$ cat config.mk
export PLATFORM = sky130hd
export DESIGN_NAME = dt_ridge
export DESIGN_NICKNAME = d
export VERILOG_FILES = /design/src/rtl/dt_ridge.sv
export SDC_FILE = /design/constraint.sdc
export NUM_CORES = 1
export LEC_CHECK = 0
export BUFFER_PORTS_ARGS = -buffer_cell sky130_fd_sc_hd__buf_2
export CAP_MARGIN = 20
export CORE_MARGIN = 2
export CORE_UTILIZATION = 30
export CTS_CLUSTER_DIAMETER = 100
export DETAILED_ROUTE_END_ITERATION = 8
export GPL_TIMING_DRIVEN = 1
export MAX_ROUTING_LAYER = met4
export SLEW_MARGIN = 25
export SYNTH_ARGS = -nofsm -noshare
export SYNTH_HDL_FRONTEND = slang
export SYNTH_SLANG_ARGS = --single-unit
$ cat constraint.sdc
create_clock -name clk -period 2.8 [get_ports clk]
set_clock_uncertainty 0.05 [all_clocks]
set_input_delay 0.56 -clock clk [delete_from_list [all_inputs] [get_ports clk]]
set_output_delay 0.56 -clock clk [all_outputs]
set_load 0.03 [all_outputs]
$ cat src/rtl/dt_ridge.sv
// dt_ridge: ridge (local-maximum) detector for a 128x128 8-bit distance map.
// Reads each pixel and its in-image 4-neighbours from the result RAM. It then
// writes a packed 1-bit skeleton image of 1024 x 16-bit words, where bit p[3:0]
// of word p[13:4] holds pixel p. It also reports the map maximum and the
// number of ridge pixels.
// Ports:
//   clk, reset (async, active-low)
//   start            : one-cycle run request, ignored while busy
//   busy, done       : run in progress / one-cycle completion pulse
//   res_rd/addr/di   : distance-map read port, data valid the cycle after res_rd
//   ske_wr/addr/do   : skeleton word write port
//   max_dist         : largest distance seen in the last run
//   ridge_cnt        : ridge pixels found in the last run
module dt_ridge (
  input  logic        clk,
  input  logic        reset,
  input  logic        start,
  output logic        busy,
  output logic        done,
  output logic        res_rd,
  output logic [13:0] res_addr,
  input  logic [7:0]  res_di,
  output logic        ske_wr,
  output logic [9:0]  ske_addr,
  output logic [15:0] ske_do,
  output logic [7:0]  max_dist,
  output logic [14:0] ridge_cnt
);

  typedef enum logic [2:0] {
    S_IDLE, S_C_ADDR, S_C_DATA, S_N_ADDR, S_N_DATA, S_WRITE, S_DONE
  } state_t;

  state_t      r_state, w_next;
  logic [13:0] r_p;
  logic [15:0] r_word;
  logic [7:0]  r_c;
  logic [7:0]  r_max;
  logic [14:0] r_cnt;
  logic [3:0]  r_nmask;   // neighbours still to read: bit0 N, bit1 W, bit2 E, bit3 S
  logic        r_ok;      // centre >= every neighbour read so far

  logic [6:0]  w_row, w_col;
  logic [3:0]  w_present;
  logic [3:0]  w_nmask_rest;
  logic [13:0] w_naddr;
  logic        w_last_in_word;
  logic        w_fin;
  logic        w_bit;

  assign w_row          = r_p[13:7];
  assign w_col          = r_p[6:0];
  assign w_present      = {w_row != 7'd127, w_col != 7'd127, w_col != 7'd0, w_row != 7'd0};
  // Drop the lowest set bit: that neighbour has just been read.
  assign w_nmask_rest   = r_nmask & (r_nmask - 4'd1);
  assign w_last_in_word = (r_p[3:0] == 4'hF);
  assign max_dist       = r_max;
  assign ridge_cnt      = r_cnt;

  // Lowest remaining neighbour gives the N, W, E, S read order.
  always_comb begin
    if (r_nmask[0])      w_naddr = r_p - 14'd128;
    else if (r_nmask[1]) w_naddr = r_p - 14'd1;
    else if (r_nmask[2]) w_naddr = r_p + 14'd1;
    else                 w_naddr = r_p + 14'd128;
  end

  always_comb begin
    w_next   = r_state;
    w_fin    = 1'b0;
    w_bit    = 1'b0;
    res_rd   = 1'b0;
    res_addr = '0;
    ske_wr   = 1'b0;
    ske_addr = '0;
    ske_do   = '0;
    done     = 1'b0;
    busy     = (r_state != S_IDLE);
    case (r_state)
      S_IDLE:   if (start) w_next = S_C_ADDR;
      S_C_ADDR: begin
        res_rd   = 1'b1;
        res_addr = r_p;
        w_next   = S_C_DATA;
      end
      S_C_DATA: begin
        if (res_di == 8'd0) w_fin = 1'b1;
        else                w_next = S_N_ADDR;
      end
      S_N_ADDR: begin
        res_rd   = 1'b1;
        res_addr = w_naddr;
        w_next   = S_N_DATA;
      end
      S_N_DATA: begin
        if (w_nmask_rest == 4'd0) begin
          w_fin = 1'b1;
          w_bit = r_ok && (res_di <= r_c);
        end else begin
          w_next = S_N_ADDR;
        end
      end
      S_WRITE: begin
        ske_wr   = 1'b1;
        ske_addr = r_p[13:4];
        ske_do   = r_word;
        w_next   = (r_p == 14'h3FFF) ? S_DONE : S_C_ADDR;
      end
      S_DONE: begin
        done   = 1'b1;
        w_next = S_IDLE;
      end
      default: w_next = S_IDLE;
    endcase
    if (w_fin) w_next = w_last_in_word ? S_WRITE : S_C_ADDR;
  end

  always_ff @(posedge clk or negedge reset) begin
    if (!reset) begin
      r_state <= S_IDLE;
      r_p     <= '0;
      r_word  <= '0;
      r_c     <= '0;
      r_max   <= '0;
      r_cnt   <= '0;
      r_nmask <= '0;
      r_ok    <= 1'b0;
    end else begin
      r_state <= w_next;
      case (r_state)
        S_IDLE: begin
          if (start) begin
            r_p    <= '0;
            r_word <= '0;
            r_max  <= '0;
            r_cnt  <= '0;
          end
        end
        S_C_DATA: begin
          r_c     <= res_di;
          r_nmask <= w_present;
          r_ok    <= 1'b1;
          if (res_di > r_max) r_max <= res_di;
        end
        S_N_DATA: begin
          r_nmask <= w_nmask_rest;
          if (res_di > r_c) r_ok <= 1'b0;
        end
        S_WRITE: begin
          r_word <= '0;
          if (r_p != 14'h3FFF) r_p <= r_p + 14'd1;
        end
        default: ;
      endcase
      if (w_fin) begin
        r_word[r_p[3:0]] <= w_bit;
        if (w_bit) r_cnt <= r_cnt + 15'd1;
        if (!w_last_in_word) r_p <= r_p + 14'd1;
      end
    end
  end

endmodule

# Yosys cells after proc, flatten, opt, wreduce, memory -nomap -nowiden
# Cells that the tools add are included.
[totals]
register_bits = 69
latchBits = 0
ram_bits = 0
rom_bits = 0
in_bits = 11
output_inout_bits = 67
memories = 0
[classes]
n_addsub = 6
multipliers = 0
n_div = 0
order_cmp = 5
eq_ne = 17
shifts = 0
n_mux = 42
bitwise_logic = 1
reduce_logical = 14
[ops]
columns = ["op", "n"]
rows = [
  ["two-way mux 14 bit", 7],
  ["two-way mux 15 bit", 4],
  ["one-hot mux 14 bit (2 select lines)", 2],
  ["two-way mux 16 bit", 3],
  ["one-hot mux 16 bit (2 select lines)", 1],
  ["two-way mux 3 bit", 6],
  ["one-hot mux 3 bit (6 select lines)", 1],
  ["bitwise mux 16 bit", 1],
  ["greater-than comparator 8 bit", 2],
  ["two-way mux 8 bit", 2],
  ["one-hot mux 8 bit (2 select lines)", 1],
  ["adder 15 x 1 -> 15 bit (second input constant)", 1],
  ["adder 14 x 1 -> 14 bit (second input constant)", 1],
  ["adder 14 x 8 -> 14 bit (second input constant)", 1],
  ["== test 14 bit (second input constant)", 1],
  ["!= test 14 bit (second input constant)", 1],
  ["!= test 7 bit (second input constant)", 2],
  ["nonzero test 7 bit", 2],
  ["subtractor 14 x 1 -> 14 bit (second input constant)", 1],
  ["subtractor 14 x 8 -> 14 bit (second input constant)", 1],
  ["two-way mux 10 bit", 1],
  ["== test 3 bit (second input constant)", 3],
  ["two-way mux 1 bit", 9],
  ["!= test 3 bit (second input constant)", 3],
  ["21 further kinds", 28],
]

# Depth between registers and ports, before layout
# Gate-level depths: netlist (run 1).
[logic_depth]
depth_word = 7
mapped_depth = 9
mapped_depth_nobuf = 8

# Least setup slack after synthesis (run 1)
# No wires, ideal clock.
[synth_path]
kind = "reg-to-output"
start = "register r_p[0]"
end = "output res_addr[6]"
arrival_time_ns = 2.141
t_required_ns = 2.190
setup_slack_ns = 0.049
stages_incl_launch_ff = 8
path_buffers = 1
path_cell_list = "dfrtp_1 -> clkbuf_1 -> inv_1 -> ha_1 -> nand3_1 -> nand2_1 -> a32o_1 -> a221oi_1"
[synth_via]
elab_chain_len = 5
word_cells_on_any_way = 8
classes_between = "4 x add/sub; 4 x mux"
[synth_lines]
columns = ["element", "line_no", "source"]
rows = [
  ["from (decl)", "35", "logic [13:0] r_p;"],
  ["from (signal assigned)", "151", "if (r_p != 14'h3FFF) r_p <= r_p + 14'd1;"],
  ["from (signal assigned)", "158", "if (!w_last_in_word) r_p <= r_p + 14'd1;"],
  ["adder 14 x 8 -> 14 bit or adder 14 x 1 -> 14 bit (tied branches)", "65, 64", ""],
  ["two-way mux 14 bit", "64", "else if (r_nmask[2]) w_naddr = r_p + 14'd1;"],
  ["two-way mux 14 bit", "63", "else if (r_nmask[1]) w_naddr = r_p - 14'd1;"],
  ["two-way mux 14 bit (*)", "62", "if (r_nmask[0]) w_naddr = r_p - 14'd128;"],
  ["one-hot mux 14 bit (2 select lines) (*)", "79", "case (r_state)"],
  ["to (decl)", "21", "output logic [13:0] res_addr,"],
]
# Every way passes the cells marked *; elsewhere a longest branch is shown, timed or not.

# Final worst setup path (run 1)
[layout_path]
start = "register r_p[9]"
end = "output res_addr[12]"
# Same word-level chain as after synthesis.

==> flow_summary.yaml, run 1 <==
status:
  status: "finished with violations"
  violations: "negative setup slack"
power_and_ir_drop:
  sw_frac_of_total_pct: 44.24
  power_density_nw_per_um2: 893.2
  power_switching_w: 0.002570
  peakVddDrop_mv: 0.4011
  leakagePower_nw: 3.048
  pwr-share-seq_pct: 25.0
  combPwrFrac_pct: 53.0
  clockPowerShare_pct: 22.0
  intPower_w: 0.003239
cells_and_area:
  nets: 735
  drive_gt1_share_pct: 31.49
  syn_to_final_growth_pct: 32.40
  n_fill_cell: 1610
  antennaDiodeCount: 0
  design_area_um2: 6504
synthesis:
  synth.area.top_cells: "dfrtp_1 (35%), ha_1 (6.1%), nand2_1 (5.7%)"
  synth.distinct_cells: 71
  synth-edff-count: 0
  seq_area_frac_synth_pct: 35.15
  synth_seq_cells: 69
  synth_cells: 590
  yosysTopAreaCell: "dfrtp_1"
  synth_area_um2: 4912
  synth_top_area_share_pct: 35.15
  synth_ff_type: "dfrtp_1"
  avgSynthCellArea_um2: 8.326
  ys_async_sr_fraction_pct: 100.0
  syn-num-nets: 625
  yosysWarnings: 0
detailed_routing:
  drc: 0
  wl_per_cell_um: 16.21
  postRouteWirelength_um: 14930
  drtIter0Drc: 387
  num_vias: 4831
  drtAntennaViolNets: 0
  dr.pass1.iters: 6
  via_per_inst: 5.245
floorplan:
  core-area_um2: 15940
  fp.dieW_um: 132.0
  rows: 46
  die-area_um2: 17410
  die_h_um: 132.0
  ios: 78
  start_util_pct: 30.81
cts:
  cts.path.max_buffers: 2
  cts_made_buffers: 9
  cts_max_level: 3
  clock-root-buffer: "clkbuf_16"
  clock_latency_ns: 0.34
  cts_tree: "yes"
  cts_sinks: 69
  clkTransAtPathRegs_ns: 0.06
place:
  postPlaceCellArea_um2: 5778
  port_buffers: 77
  gp_congestion: 0.9300
  dp_hpwl_um: 10340
setup_path:
  critPathLaunchType: "flip-flop"
  reg2reg_to: "r_p[2]$_DFF_PN0_"
  cpMaxStageDelayCell: "dfrtp_1"
  cp_max_fo: 10
  reg2regPathDepth: 9
  cp.required_ns: 2.19
  rrSetupSlack_ns: 0.27
  crit_type: "flip-flop to output port"
  worstPathArrival_ns: 2.29
  crit-reg2reg-launch: "r_p[0]$_DFF_PN0_"
  crit_chain: "buf_4 > nand3_1 > a2111oi_4 > buf_4 > a22o_1 > a21oi_1 > a31o_2 > buf_6"
  slowest_delay_ns: 0.43
  worstSetupEndpointType: "output port"
  cp_common_cell: "buf_4"
timing:
  clock.fmax_ghz: 0.3451
  worst-slew-pin-transition_ns: 0.5766
  setup_violations: 5
  rsz0062_at_grt: "yes"
  maxSlewHeadroom_pct: 61.56
  timing.hold.ws_ns: 0.1881
  hold_viol: 0
  period_share_pct: 103.5
  slew_viol_final: 0
  finalWorstSetupSlack_ns: -0.09780
  post-route-min-period_ns: 2.898
flow_run:
  drv_cap: 0
global_routing:
  grt_pass1_wl_um: 24070
  antenna_found_initial: 0
  grt_pass1_vias: 4557
  overflow: 0
  grtUsageTotal_pct: 17.60
  grt_max_degree: 70
hold_path:
  hold_path.class: "input port to async pin"
-- cell type report --
class	count	area [µm²]	area share (%)
multi-input combinational	436	3054	46.96
sequential	69	1733	26.64
timing repair buffer	146	967.2	14.87
inverter	38	145.1	2.232
tap	216	270.3	4.155
clock inverter	5	81.33	1.250
clock buffer	11	252.7	3.886
-- flip-flops by register name, indices dropped and copies added, names as in the netlist, named ones only --
name / cells
max_dist: 8
r_c: 8
r_nmask: 4
r_ok: 1
r_p: 13
r_state: 3
r_word: 16
ridge_cnt: 15
-- timing repair --
action,CTS,global route
endpoints found under the setup margin,8,12
pin swaps,9,8
hold buffers,0,0
gates resized for setup,34,37
setup buffers,12,4
-- cells in the final DEF (no fill, tap or decap), types with 7 or more instances in the layout --
cell type,n
a21oi_1,31
a22o_1,7
a31o_1,8
a31oi_1,11
a41o_1,9
and2_1,25
buf_2,69
buf_4,70
clkbuf_16,9
dfrtp_1,64
ha_1,21
inv_1,33
mux2i_1,20
nand2_1,74
nand3_1,12
nand4_1,15
nor2_1,42
nor3_1,8
nor4_2,7
o21ai_0,33
xnor2_1,8
-- cell families after synthesis --
logic type | Yosys count | share of synthesized area (%)
buf+inv | 85 | 7.234
xor+xnor | 12 | 2.140
compound gates | 152 | 21.09
mux | 22 | 4.534
simple gates | 226 | 23.74
fa+ha+maj | 24 | 6.113
flops | 69 | 35.15
-- worst max-delay path by stage --
stage               depth (start not counted)             start            to  slack (ns)
floorplan                                   7  r_p[0]$_DFF_PN0_   res_addr[6]        0.05
global placement                            9  r_p[1]$_DFF_PN0_  res_addr[12]       0.002
detailed placement                          9  r_p[1]$_DFF_PN0_  res_addr[12]       -0.03
CTS                                         9  r_p[3]$_DFF_PN0_  res_addr[12]       -0.07
global route                                9  r_p[6]$_DFF_PN0_  res_addr[12]       -0.22
finish                                      8  r_p[9]$_DFF_PN0_  res_addr[12]        -0.1
-- through the flow --
stage / power (W) / setup TNS (ns) / cells / util [%] / setup slack (ns)
2_1_floorplan: 0.003265 / 0 / 590 / - / 0.04853
3_3_place_gp: 0.004118 / 0 / 889 / 36.24 / 0.002224
3_5_place_dp: 0.004147 / -0.03286 / 889 / 36.24 / -0.03286
4_1_cts: 0.005625 / -0.1427 / 917 / 39.62 / -0.07384
5_1_grt: 0.006211 / -1.056 / 921 / 40.79 / -0.2195
6_report: 0.005809 / -0.2956 / 921 / 40.79 / -0.09780
-- critical path, delay by kind of cell (launching register included) --
kind	cells	cell delay, ns
compound gates	4	0.80
buf+inv	3	0.54
flops	1	0.43
simple gates	1	0.18
-- routing by layer --
layer,up-vias,global-route usage (%),wire (µm)
li1,2339,-,-
met1,2326,23.77,7016
met2,146,26.45,6909
met3,20,2.807,699
met4,0,6.763,304
met5,-,-,0
-- cell usage after synthesis, types with 4 or more instances --
cell type,instances
a21oi_1,31
a22o_1,7
a22oi_1,4
a31o_1,8
a31oi_1,12
a41o_1,9
and2_1,25
buf_2,11
clkbuf_1,30
dfrtp_1,69
ha_1,24
inv_1,36
mux2i_1,20
nand2_1,75
nand3_1,14
nand4_1,15
nor2_1,48
nor2b_1,5
nor3_1,9
nor4_1,6
nor4_2,5
o21ai_0,36
o31ai_1,5
or4_1,4
xnor2_1,8
xor2_1,4
-- power groups by stage --
stage / clock network (W) / logic, W / registers (W)
CTS: 0.00130 / 0.00290 / 0.00142
global route: 0.00134 / 0.00338 / 0.00149
finish: 0.00128 / 0.00308 / 0.00145
floorplan: 0 / 0.00185 / 0.00141
detailed placement: 0 / 0.00273 / 0.00142
global placement: 0 / 0.00270 / 0.00142
Note: power is estimated with default switching activity, not from simulation.
==> run 2: changes to the inputs <==
- PLACE_DENSITY_LB_ADDON: default -> 0.15
==> run 2 against run 1 <==
Against the previous run: global-route usage increased by 0.57 points; fmax increased by 2.8%; the flow still finishes with violations (negative setup slack); hold slack improved by 0.0044 ns; sequential power about the same; worst setup slack improved by 0.080 ns; clock power decreased by 7%; power decreased by 2.6%.
==> flow_summary.yaml, run 2 (synthesis gave the netlist of run 1 again) <==
status:
  status: "finished with violations"
  violations: "negative setup slack"
cts:
  clock-root-buffer: "clkbuf_16"
  cts_hold_buf: 0
  clock_latency_ns: 0.33
  cts_tree: "yes"
  cts_made_buffers: 9
  cts_max_level: 3
  cts_sinks: 69
  clkTransAtPathRegs_ns: 0.06
  cts.path.max_buffers: 2
timing:
  setup_tns_ns: -0.03633
  rsz0062_at_grt: "yes"
  finalWorstSetupSlack_ns: -0.01819
  clock.fmax_ghz: 0.3548
  setup_violations: 2
  maxSlewHeadroom_pct: 65.30
  worst-slew-pin-transition_ns: 0.5197
  post-route-min-period_ns: 2.818
  period_share_pct: 100.6
  slew_viol_final: 0
  hold_viol: 0
cells_and_area:
  syn_to_final_growth_pct: 31.02
  multi_input_area_um2: 3015
  antennaDiodeCount: 0
  largest_register_ffs: 16
  n_fill_cell: 1628
  seqCellArea_um2: 1730
  final_cells: 919
  layout_common_cells: "nand2_1 (74), buf_2 (68), buf_4 (67), dfrtp_1 (66), nor2_1 (45)"
  drive_gt1_share_pct: 30.44
  design_area_um2: 6436
  largest_register: "r_word"
  nets: 733
  final_common_cell: "nand2_1"
detailed_routing:
  drtAntennaViolNets: 0
  wl_met1_um: 7144
  dr_wl_met2_um: 7166
  drtIter0Drc: 275
  dr.pass1.iters: 5
  via_per_inst: 5.237
  drc: 0
  postRouteWirelength_um: 15350
  wl_per_cell_um: 16.70
  wl_met3_um: 685
  num_vias: 4813
  top_layer: "met4"
flow_run:
  drv_cap: 0
place:
  dp_hpwl_um: 11050
  postPlaceCellArea_um2: 5793
  gp_congestion: 0.8541
  place_inst: 891
  dp_worst_setup_slack_ns: 0.1198
  port_buffers: 77
setup_path:
  critPathLaunchType: "flip-flop"
  rrSetupSlack_ns: 0.32
  worstPathArrival_ns: 2.21
  worstSetupEndpointType: "output port"
  cp.required_ns: 2.19
  cp_max_fo: 4
  crit_type: "flip-flop to output port"
power_and_ir_drop:
  leakagePower_nw: 3.034
  peakVddDrop_mv: 0.3430
  power_density_nw_per_um2: 878.8
  finalPower_w: 0.005656
floorplan:
  die_h_um: 132.0
  start_util_pct: 30.81
  ios: 78
  die-area_um2: 17410
  rows: 46
  core-area_um2: 15940
  fp.dieW_um: 132.0
global_routing:
  overflow: 0
  grt_pass1_wl_um: 24930
  grtUsageTotal_pct: 18.17
  grt_max_degree: 70
  grt_pass1_vias: 4744
  antenna_found_initial: 0
hold_path:
  hold_path.class: "input port to async pin"
-- run 2: critical path, cell delays in order, from the launching register on --
cell,delay [ns]
dfrtp_1,0.40
buf_6,0.13
nor3_4,0.17
buf_6,0.14
a41oi_2,0.11
nor4_2,0.30
a22o_1,0.21
a21oi_2,0.05
a31o_2,0.22
buf_6,0.14
-- run 2: what timing repair did --
action	CTS	global route
setup buffers	6	6
pin swaps	6	14
gates resized for setup	31	35
setup endpoints to repair	8	10
-- run 2: layout make-up --
type | count | share of cell area [%]
clock inverters | 3 | 0.6610
repair buffers | 144 | 14.95
flip-flops and latches | 69 | 26.89
well taps | 216 | 4.199
inverters | 38 | 2.255
multi-input cells | 436 | 46.85
clock buffers | 13 | 4.199
-- run 2: power breakdown --
part	internal, W	leakage (nW)	switching (W)	total [W]
logic	0.00118	1.96	0.00187	0.00305
clock network	0.000761	0.152	0.000426	0.00119
registers	0.00120	0.919	0.000220	0.00142
total	0.00314	3.03	0.00252	0.00566
-- run 2: path summary, 6_finish.rpt --
| path | start | endpoint | cells past startpoint |
|---|---|---|---|
| min | reset | max_dist[4]$_DFFE_PN0P_ | 2 |
| min in group clk | ridge_cnt[14]$_DFF_PN0_ | ridge_cnt[14]$_DFF_PN0_ | 1 |
| max reg2reg | r_p[9]$_DFF_PN0_ | r_p[2]$_DFF_PN0_ | 8 |
| max | r_p[2]$_DFF_PN0_ | res_addr[12] | 9 |
| min reg2reg | ridge_cnt[14]$_DFF_PN0_ | ridge_cnt[14]$_DFF_PN0_ | 1 |
| max in group asynchronous | reset | r_p[3]$_DFF_PN0_ | 2 |
-- run 2: routing by layer --
| layer | vias to the layer above | track usage, % |
|---|---|---|
| met1 | 2334 | 23.76 |
| met5 | - | - |
| met4 | 0 | 6.159 |
| li1 | 2328 | - |
| met2 | 125 | 28.44 |
| met3 | 26 | 3.153 |
-- run 2: metrics by stage --
step	utilization (%)	hold slack, ns
2_1_floorplan	-	0.2144
3_3_place_gp	36.34	0.4140
3_5_place_dp	36.34	0.4167
4_1_cts	39.32	0.2122
5_1_grt	40.37	0.2234
6_report	40.37	0.1924
==> run 3: changes to the inputs <==
- BUFFER_PORTS_ARGS: -buffer_cell sky130_fd_sc_hd__buf_2 -> default
- CELL_PAD_IN_SITES_DETAIL_PLACEMENT: default -> 0
- CELL_PAD_IN_SITES_GLOBAL_PLACEMENT: default -> 2
- DONT_BUFFER_PORTS: default -> 1
==> run 3 against run 2 <==
Against the previous run: the run now ends clean; worst setup slack gained 0.062 ns; final cell count shrank 4.0%; combinational power shrank 4%; power grew 4.0%; critical path type unchanged.
==> flow_summary.yaml, run 3 (synthesis gave the netlist of run 1 again) <==
status:
  status: "finished, final reports clean"
setup_path:
  crit_type: "flip-flop to output port"
  reg2regPathDepth: 9
  crit_chain: "buf_4 > nor3_4 > buf_6 > a41oi_1 > nor4_2 > a22o_1 > a21oi_1 > a31o_2"
  worstPathArrival_ns: 2.15
  worstSetupEndpointType: "output port"
  critPathTopFamily: "compound AO/OA/AOI/OAI gates"
  slowest_delay_ns: 0.37
  cp_max_fo: 5
  cp.depth: 8
  critPathLaunchType: "flip-flop"
  cpMaxStageDelayCell: "dfrtp_1"
  critPathBufInv: 2
  cp.required_ns: 2.19
cts:
  cts_tree: "yes"
  cts_max_level: 3
  clock_latency_ns: 0.33
  clock-root-buffer: "clkbuf_16"
  cts_sinks: 69
  clkTransAtPathRegs_ns: 0.06
  cts_made_buffers: 9
  cts.path.max_buffers: 2
power_and_ir_drop:
  finalPower_w: 0.005880
  pwr-share-seq_pct: 26.6
  intPower_w: 0.003342
  peakVddDrop_mv: 0.3131
  sw_frac_of_total_pct: 43.17
  clockPowerShare_pct: 23.3
  combPwrFrac_pct: 50.0
  leakagePower_nw: 2.883
  power_switching_w: 0.002538
  power_density_nw_per_um2: 900.9
timing:
  period_share_pct: 98.43
  finalWorstSetupSlack_ns: 0.04385
  post-route-min-period_ns: 2.756
  setup_violations: 0
  worst-slew-pin-transition_ns: 0.5173
  maxSlewHeadroom_pct: 65.46
  clock.fmax_ghz: 0.3628
  rsz0062_at_grt: "yes"
  slew_viol_final: 0
  hold_viol: 0
cells_and_area:
  largest_register: "r_word"
  drive_gt1_share_pct: 28.68
  layout_common_cells: "buf_4 (95), nand2_1 (74), dfrtp_1 (62), nor2_1 (43), inv_1 (33)"
  largest_register_ffs: 16
  fin_util_pct: 40.94
  syn_to_final_growth_pct: 32.88
  antennaDiodeCount: 0
  nets: 696
  final_common_cell: "buf_4"
global_routing:
  grt_max_degree: 70
  grt_pass1_vias: 4630
  top_usage_layer: "met2"
  use_met3_pct: 4.075
  grt_pass1_wl_um: 24840
  overflow: 0
  grt_use_met2_pct: 29.77
  grtUsageTotal_pct: 18.23
  antenna_found_initial: 0
  grtUsageMet1_pct: 23.17
detailed_routing:
  drc: 0
  dr.pass1.iters: 4
  num_vias: 4690
  wl_per_cell_um: 17.62
  drtIter0Drc: 181
  postRouteWirelength_um: 15550
  via_per_inst: 5.317
  drtAntennaViolNets: 0
floorplan:
  rows: 46
  die_h_um: 132.0
  start_util_pct: 30.81
  core-area_um2: 15940
  fp.dieW_um: 132.0
  ios: 78
  die-area_um2: 17410
place:
  dp_worst_setup_slack_ns: 0.1385
  port_buffers: 0
  gp_congestion: 0.8291
  dp_hpwl_um: 11080
hold_path:
  hold_path.class: "input port to async pin"
flow_run:
  drv_cap: 0
[run 3: changes by cell type in the layout (fill, tap and decap cells not counted), sizes merged]
cell and delta:
bufinv +2, buf -37, clkinv -1, clkinvlp -1
[run 3: path summary, 6_finish.rpt]
path | start | endpoint | slack [ns]
setup / recovery | r_p[6]$_DFF_PN0_ | res_addr[12] | 0.04
hold / removal | reset | r_c[2]$_DFFE_PN0N_ | 0.07
setup reg to reg | r_p[0]$_DFF_PN0_ | r_p[2]$_DFF_PN0_ | 0.29
hold reg to reg | r_c[0]$_DFFE_PN0N_ | r_c[0]$_DFFE_PN0N_ | 0.46
max in group asynchronous | reset | r_p[2]$_DFF_PN0_ | 2.33
min in group clk | res_di[7] | r_c[7]$_DFFE_PN0N_ | 0.30
[run 3: metrics by stage]
stage / instances / area [µm²] / hold WS (ns) / setup TNS (ns)
2_1_floorplan: 590 / 4912 / 0.2144 / 0
3_3_place_gp: 851 / 5710 / 0.2158 / 0
3_5_place_dp: 851 / 5710 / 0.2161 / 0
4_1_cts: 870 / 6213 / 0.08329 / -0.04348
5_1_grt: 882 / 6528 / 0.08930 / -0.2968
6_report: 882 / 6528 / 0.06764 / 0
[run 3: area by class of cell]
cell class / instances / area [µm²]
fill: 1635 / 9415
multi-input combinational: 436 / 3109
sequential: 69 / 1735
timing repair buffer: 107 / 908.4
clock buffer: 13 / 270.3
tap: 216 / 270.3
inverter: 38 / 143.9
clock inverter: 3 / 90.09
[run 3: metal layers]
layer	wire length, µm	part of all wire (%)
met4	129	0.83
met3	812	5.2
met5	0	0
met2	7554	49
met1	7048	45
[run 3: repair_timing]
action                                  CTS  global route
buffers inserted                          2            12
pin swaps                                 4            22
resized for setup                        27            50
hold endpoints to repair                 69             0
hold buffers                              1             0
endpoints found under the setup margin    8            10
[run 3: power groups by stage]
stage	Clock [W]	Combinational [W]	Sequential, W
2_1_floorplan	0	0.00185	0.00141
3_3_place_gp	0	0.00257	0.00153
3_5_place_dp	0	0.00259	0.00154
4_1_cts	0.00140	0.00270	0.00155
5_1_grt	0.00146	0.00324	0.00160
6_report	0.00137	0.00294	0.00157
